==> config.mk <==
export PLATFORM = sky130hd
export DESIGN_NAME = rx_cp_remove
export DESIGN_NICKNAME = d
export VERILOG_FILES = /design/src/rtl/rx_cp_remove.sv
export SDC_FILE = /design/constraint.sdc
export NUM_CORES = 1
export LEC_CHECK = 0
export ABC_AREA = 1
export BUFFER_PORTS_ARGS = -buffer_cell sky130_fd_sc_hd__buf_2
export CAP_MARGIN = 20
export CORE_MARGIN = 3
export CORE_UTILIZATION = 50
export CTS_BUF_LIST = sky130_fd_sc_hd__clkbuf_4 sky130_fd_sc_hd__clkbuf_8
export CTS_CLUSTER_SIZE = 16
export DETAILED_ROUTE_END_ITERATION = 16
export PLACE_DENSITY = 0.78
export SETUP_SLACK_MARGIN = 0.3
export SLEW_MARGIN = 10
export SYNTH_ARGS = -nofsm -noshare
export SYNTH_HDL_FRONTEND = slang
export SYNTH_SLANG_ARGS = --single-unit
==> constraint.sdc <==
create_clock -name CLK_I -period 4.6 [get_ports CLK_I]
set_input_delay 0.92 -clock CLK_I [delete_from_list [all_inputs] [get_ports CLK_I]]
set_output_delay 0.92 -clock CLK_I [all_outputs]
set_load 0.01 [all_outputs]
==> src/rtl/rx_cp_remove.sv <==
// rx_cp_remove
// ------------
// Receive-side cyclic-prefix remover for the OFDM chain. Takes a continuous
// stream of complex time-domain samples on a Wishbone-style streaming slave
// port. For each OFDM symbol it drops the cyclic-prefix samples and forwards
// exactly NFFT samples to the downstream FFT on a Wishbone-style master port.
// The symbol geometry is chosen by STD, which is sampled only at symbol
// boundaries.
//
// Optional feature macro: RX_CP_REMOVE_SYMCNT_EN
//   When defined, the block adds a SYM_CNT[15:0] output that counts completed
//   symbols. The count is cleared on reset and when a frame ends.
//
// Ports:
//   CLK_I    in   1   clock; all logic runs on the rising edge
//   RST_I    in   1   asynchronous active-high reset
//   STD      in   2   standard select: 0=802.11a, 1=802.16, 2=802.22, 3=as 0
//   DAT_I    in  32   input sample {I[31:16], Q[15:0]}
//   CYC_I    in   1   input frame active
//   WE_I     in   1   write qualifier (a transfer needs WE_I=1)
//   STB_I    in   1   input sample valid
//   ACK_O    out  1   input sample accepted (combinational)
//   DAT_O    out 32   output sample (DAT_I passed through unchanged)
//   CYC_O    out  1   output frame active
//   STB_O    out  1   output sample valid
//   WE_O     out  1   same as STB_O
//   ACK_I    in   1   downstream accepted the output sample
//   SYM_ERR  out  1   one-cycle pulse: the frame ended in the middle of a symbol
//   SYM_CNT  out 16   completed-symbol count (present only with the macro)
module rx_cp_remove #(
  parameter int NFFT0 = 64,
  parameter int CP0   = 16,
  parameter int NFFT1 = 256,
  parameter int CP1   = 64,
  parameter int NFFT2 = 2048,
  parameter int CP2   = 512,
  parameter int CW    = 12
) (
  input  logic        CLK_I,
  input  logic        RST_I,
  input  logic [1:0]  STD,
  input  logic [31:0] DAT_I,
  input  logic        CYC_I,
  input  logic        WE_I,
  input  logic        STB_I,
  output logic        ACK_O,
  output logic [31:0] DAT_O,
  output logic        CYC_O,
  output logic        STB_O,
  output logic        WE_O,
  input  logic        ACK_I,
  output logic        SYM_ERR
`ifdef RX_CP_REMOVE_SYMCNT_EN
  ,
  output logic [15:0] SYM_CNT
`endif
);

  typedef enum logic {
    ST_CP   = 1'b0,
    ST_DATA = 1'b1
  } state_t;

  state_t         state_r;
  logic [CW-1:0]  cnt_r;
  logic [1:0]     std_r;
  logic           cyc_d_r;
  logic [31:0]    dat_r;
  logic           stb_r;
  logic           err_r;
`ifdef RX_CP_REMOVE_SYMCNT_EN
  logic [15:0]    symcnt_r;
`endif

  logic [CW-1:0]  cp_last_s;
  logic [CW-1:0]  nfft_last_s;
  logic [1:0]     std_norm_s;
  logic           ack_s;
  logic           xfer_in_s;
  logic           xfer_out_s;
  logic           cyc_fall_s;
  logic           at_start_s;

  // Last-sample counter values for the latched standard. The latch only
  // holds 0..2, so the default arm covers STD=0.
  always_comb begin
    cp_last_s   = CW'(CP0 - 1);
    nfft_last_s = CW'(NFFT0 - 1);
    case (std_r)
      2'd1: begin
        cp_last_s   = CW'(CP1 - 1);
        nfft_last_s = CW'(NFFT1 - 1);
      end
      2'd2: begin
        cp_last_s   = CW'(CP2 - 1);
        nfft_last_s = CW'(NFFT2 - 1);
      end
      default: begin
        cp_last_s   = CW'(CP0 - 1);
        nfft_last_s = CW'(NFFT0 - 1);
      end
    endcase
  end

  // The reserved code 3 is folded to 0 before it is latched.
  assign std_norm_s = (STD == 2'd3) ? 2'd0 : STD;

  // CP samples are always accepted because they are thrown away. Data
  // samples stall only while the output register is full and not draining.
  // Reset forces the acknowledge low at once, without waiting for a clock.
  assign ack_s      = ~RST_I & CYC_I & STB_I & WE_I &
                      ((state_r == ST_CP) | ~stb_r | ACK_I);
  // ack_s already includes the CYC/STB/WE qualifiers, so it is the transfer.
  assign xfer_in_s  = ack_s;
  assign xfer_out_s = stb_r & ACK_I;
  assign cyc_fall_s = cyc_d_r & ~CYC_I;
  assign at_start_s = (state_r == ST_CP) && (cnt_r == {CW{1'b0}});

  // Symbol FSM, sample counter, STD latch, output register and error pulse.
  always_ff @(posedge CLK_I or posedge RST_I) begin
    if (RST_I) begin
      state_r  <= ST_CP;
      cnt_r    <= {CW{1'b0}};
      std_r    <= 2'd0;
      cyc_d_r  <= 1'b0;
      dat_r    <= 32'd0;
      stb_r    <= 1'b0;
      err_r    <= 1'b0;
`ifdef RX_CP_REMOVE_SYMCNT_EN
      symcnt_r <= 16'd0;
`endif
    end else begin
      cyc_d_r <= CYC_I;
      err_r   <= 1'b0;

      // Single-stage output register. A reload in the same cycle as a drain
      // keeps STB_O high, which gives one sample per clock back to back.
      if (xfer_in_s && (state_r == ST_DATA)) begin
        dat_r <= DAT_I;
        stb_r <= 1'b1;
      end else if (xfer_out_s) begin
        stb_r <= 1'b0;
      end else begin
        stb_r <= stb_r;
      end

      if (cyc_fall_s) begin
        // The frame ended. Restart the symbol and flag it if the frame ended
        // part-way through. A sample already in the register still drains.
        state_r <= ST_CP;
        cnt_r   <= {CW{1'b0}};
        err_r   <= ~at_start_s;
`ifdef RX_CP_REMOVE_SYMCNT_EN
        symcnt_r <= 16'd0;
`endif
      end else if (xfer_in_s) begin
        case (state_r)
          ST_CP: begin
            if (cnt_r == cp_last_s) begin
              cnt_r   <= {CW{1'b0}};
              state_r <= ST_DATA;
            end else begin
              cnt_r <= cnt_r + {{(CW-1){1'b0}}, 1'b1};
            end
          end
          ST_DATA: begin
            if (cnt_r == nfft_last_s) begin
              cnt_r   <= {CW{1'b0}};
              state_r <= ST_CP;
              std_r   <= std_norm_s;
`ifdef RX_CP_REMOVE_SYMCNT_EN
              symcnt_r <= symcnt_r + 16'd1;
`endif
            end else begin
              cnt_r <= cnt_r + {{(CW-1){1'b0}}, 1'b1};
            end
          end
          default: begin
            state_r <= ST_CP;
            cnt_r   <= {CW{1'b0}};
          end
        endcase
      end else if (at_start_s) begin
        // The block is idle at a symbol boundary, so follow STD.
        std_r <= std_norm_s;
      end else begin
        std_r <= std_r;
      end
    end
  end

  assign ACK_O   = ack_s;
  assign DAT_O   = dat_r;
  assign STB_O   = stb_r;
  assign WE_O    = stb_r;
  // The output frame stays open until the last pending sample has drained.
  assign CYC_O   = ~RST_I & (CYC_I | stb_r);
  assign SYM_ERR = err_r;
`ifdef RX_CP_REMOVE_SYMCNT_EN
  assign SYM_CNT = symcnt_r;
`endif

endmodule

==> results.json <==
{
  "fin_crit_sh_pct": 56.6,
  "grt.total_usage_pct": 19.0,
  "fp-row-count": 25,
  "ys_ff_latch": 50,
  "cts.sinks": 50,
  "ctsHtreeMaxLevel": 2,
  "cts_setup_buffers": 0,
  "min_period_ns": 2.60,
  "drtIter0Drc": 164,
  "netlist_area_um2": 2500,
  "endpoint_kind": "output pin",
  "drive_gt1_share_pct": 25.6,
  "ctsHoldBuffers": 0,
  "clk_pin_slew_ns": 0.08,
  "synth_compound_area_share_pct": 3.51,
  "drv_cap": 0,
  "yosys.area.top_type": "dfrtp_1",
  "outcome": "completed",
  "diodes": 0,
  "fill_cells": 416,
  "area.sequential_um2": 1250,
  "dieWidth_um": 76.7,
  "place_inst": 462,
  "leakage_nw": 1.83,
  "wl_mm": 5.41,
  "vias": 2204,
  "synth_adder_area_share_pct": 1.50,
  "required_ns": 3.68,
  "finalNetCount": 446,
  "drv_slew": 0,
  "crit_type": "in -> out",
  "crit_fanout": 6,
  "wl_per_cell_um": 11.5,
  "place_area_um2": 2890,
  "crit_start": "ACK_I",
  "yosysWarnings": 0,
  "hold_class": "reg -> reg",
  "cts_root_buf": "clkbuf_8",
  "synth_top_family_by_area": "simple AND/OR/NAND/NOR gates",
  "die_h_um": 76.7,
  "grt_pass1_vias": 2039,
  "synth_xor_area_share_pct": 0,
  "syn_inst": 327,
  "fmax_ghz": 0.384,
  "yosysUniqueCellTypes": 27,
  "clockBufferDepth": 2,
  "finalHoldViolations": 0,
  "muxShareOfSynthArea_pct": 0,
  "insertion_delay_ns": 0.30,
  "cts_tree": "built",
  "start_util_pct": 52.2,
  "slew_headroom_pct": 54.3,
  "r2r_start": "state_r",
  "hold_start": "DAT_O[9]",
  "cp.arrival_ns": 1.68,
  "setup_viol": 0,
  "final_cells": 470,
  "area_growth_pct": 19.7,
  "hpwl_mm": 3.94,
  "fin_area_um2": 2990,
  "synthTopCellsByArea": "dfrtp_1 (50%), nand2_1 (21%), nor2_1 (5.9%)",
  "hold_ws_ns": 0.470,
  "worst_pin_slew_ns": 0.684,
  "die_area_um2": 5880,
  "skew_ns": 0.00537,
  "multi_input_area_um2": 1040,
  "rsz0062_at_grt": "false",
  "power_density_nw_per_um2": 287,
  "cts_buffers": 5,
  "cts-resized-gates": 0,
  "io_pins": 77,
  "peakVddDrop_mv": 0.209,
  "synth_top_area_share_pct": 50.1,
  "grt_max_degree": 51,
  "via_per_inst": 4.69,
  "drtAntennaViolNets": 0,
  "synth-simple-area-share_pct": 36.6,
  "coreArea_um2": 4790,
  "syn-mean-instance-area_um2": 7.64,
  "portBuffers": 76,
  "grt_pass1_wl_mm": 9.14,
  "tns_ns": 0,
  "gr-total-overflow": 0,
  "place_congestion": 0.845,
  "ys_seq_area_share_pct": 50.1,
  "antenna_found_initial": 0,
  "cp-start-kind": "input port",
  "synth_nets": 370,
  "drc": 0,
  "drt_first_pass_iters": 4
}
-- kinds of logic after synthesis --
| logic type | Yosys count |
|---|---|
| simple gates | 216 |
| flops | 50 |
| buf+inv | 43 |
| compound gates | 15 |
| fa+ha+maj | 3 |
-- cell usage in the layout, fill, tap and decap left out --
cell and instances:
o22ai_1 1, nand2_4 1, nor2_4 1, clkbuf_8 5
clkbuf_4 1, clkinvlp_4 1, buf_2 76, dfrtp_1 50
nor3_4 1, o21ai_0 4, ha_1 3, nor3_1 1
nand2_2 3, o21ai_4 1, nand3b_1 1, nand3_1 13
nand4_2 1, inv_2 4, nand3_2 1, o21ai_1 1
or2_2 2, inv_4 1, nor3_2 1, buf_12 1
nor2_2 2, nand2_1 143, nor2_1 39, inv_1 30
nand4_1 6, a21oi_1 8
-- synth_stat cells, drive strengths merged --
library cell / instances
o22ai: 1
nand3b: 1
dfrtp: 50
ha: 3
a21oi: 8
nand4: 7
nand3: 14
inv: 35
buf: 8
nand2: 147
or2: 2
nor2: 42
nor3: 3
o21ai: 6
-- layout make-up --
class / count / area share (%)
sequential: 50 / 41.8
multi-input combinational: 234 / 34.7
timing repair buffer: 77 / 13.4
inverter: 35 / 4.48
tap: 67 / 2.80
clock buffer: 6 / 2.55
clock inverter: 1 / 0.251
-- sequential cells by signal, summed over array words and instances (netlist names) --
name,flops
DAT_O,32
cnt_r,12
std_r,2
STB_O,1
SYM_ERR,1
cyc_d_r,1
state_r,1
-- path summary, 6_finish.rpt --
kind                       slack, ns  depth (start not counted)        end
setup / recovery                2.00                          6      ACK_O
hold / removal                  0.47                          2   DAT_O[9]
setup reg to reg                2.66                          8   std_r[1]
hold reg to reg                 0.47                          2   DAT_O[9]
max in group asynchronous       3.52                          3   std_r[0]
min in group asynchronous       0.59                          2  DAT_O[23]
-- where the power goes --
group	switching (W)	total [W]	leakage (nW)	internal [W]
Combinational	0.0000846	0.000140	1.10	0.0000555
Clock	0.000137	0.000248	0.0407	0.000110
Sequential	0.0000128	0.000470	0.689	0.000457
-- worst max-delay path: stages --
cell and delay, ns:
buf_2 0.10, inv_1 0.04, nand2_1 0.08, o21ai_4 0.26, inv_1 0.12, buf_2 0.16
-- through the flow --
step	setup slack (ns)	utilization (%)	total power [W]
final	2.00	62.5	0.000858
after global routing	1.95	62.5	0.000905
after CTS	2.00	62.1	0.000865
after detailed placement	1.85	60.3	0.000617
after global placement	1.89	60.3	0.000614
after floorplan	2.28	-	0.000573
-- metal layers --
| layer | vias to the layer above | track usage [%] | share of wire, % |
|---|---|---|---|
| met3 | 9 | 5.05 | 7.5 |
| li1 | 1141 | - | - |
| met5 | - | 0 | 0 |
| met1 | 983 | 25.5 | 44 |
| met2 | 71 | 30.4 | 47 |
| met4 | 0 | 5.25 | 1.4 |
Note: power is estimated with default switching activity, not from simulation.
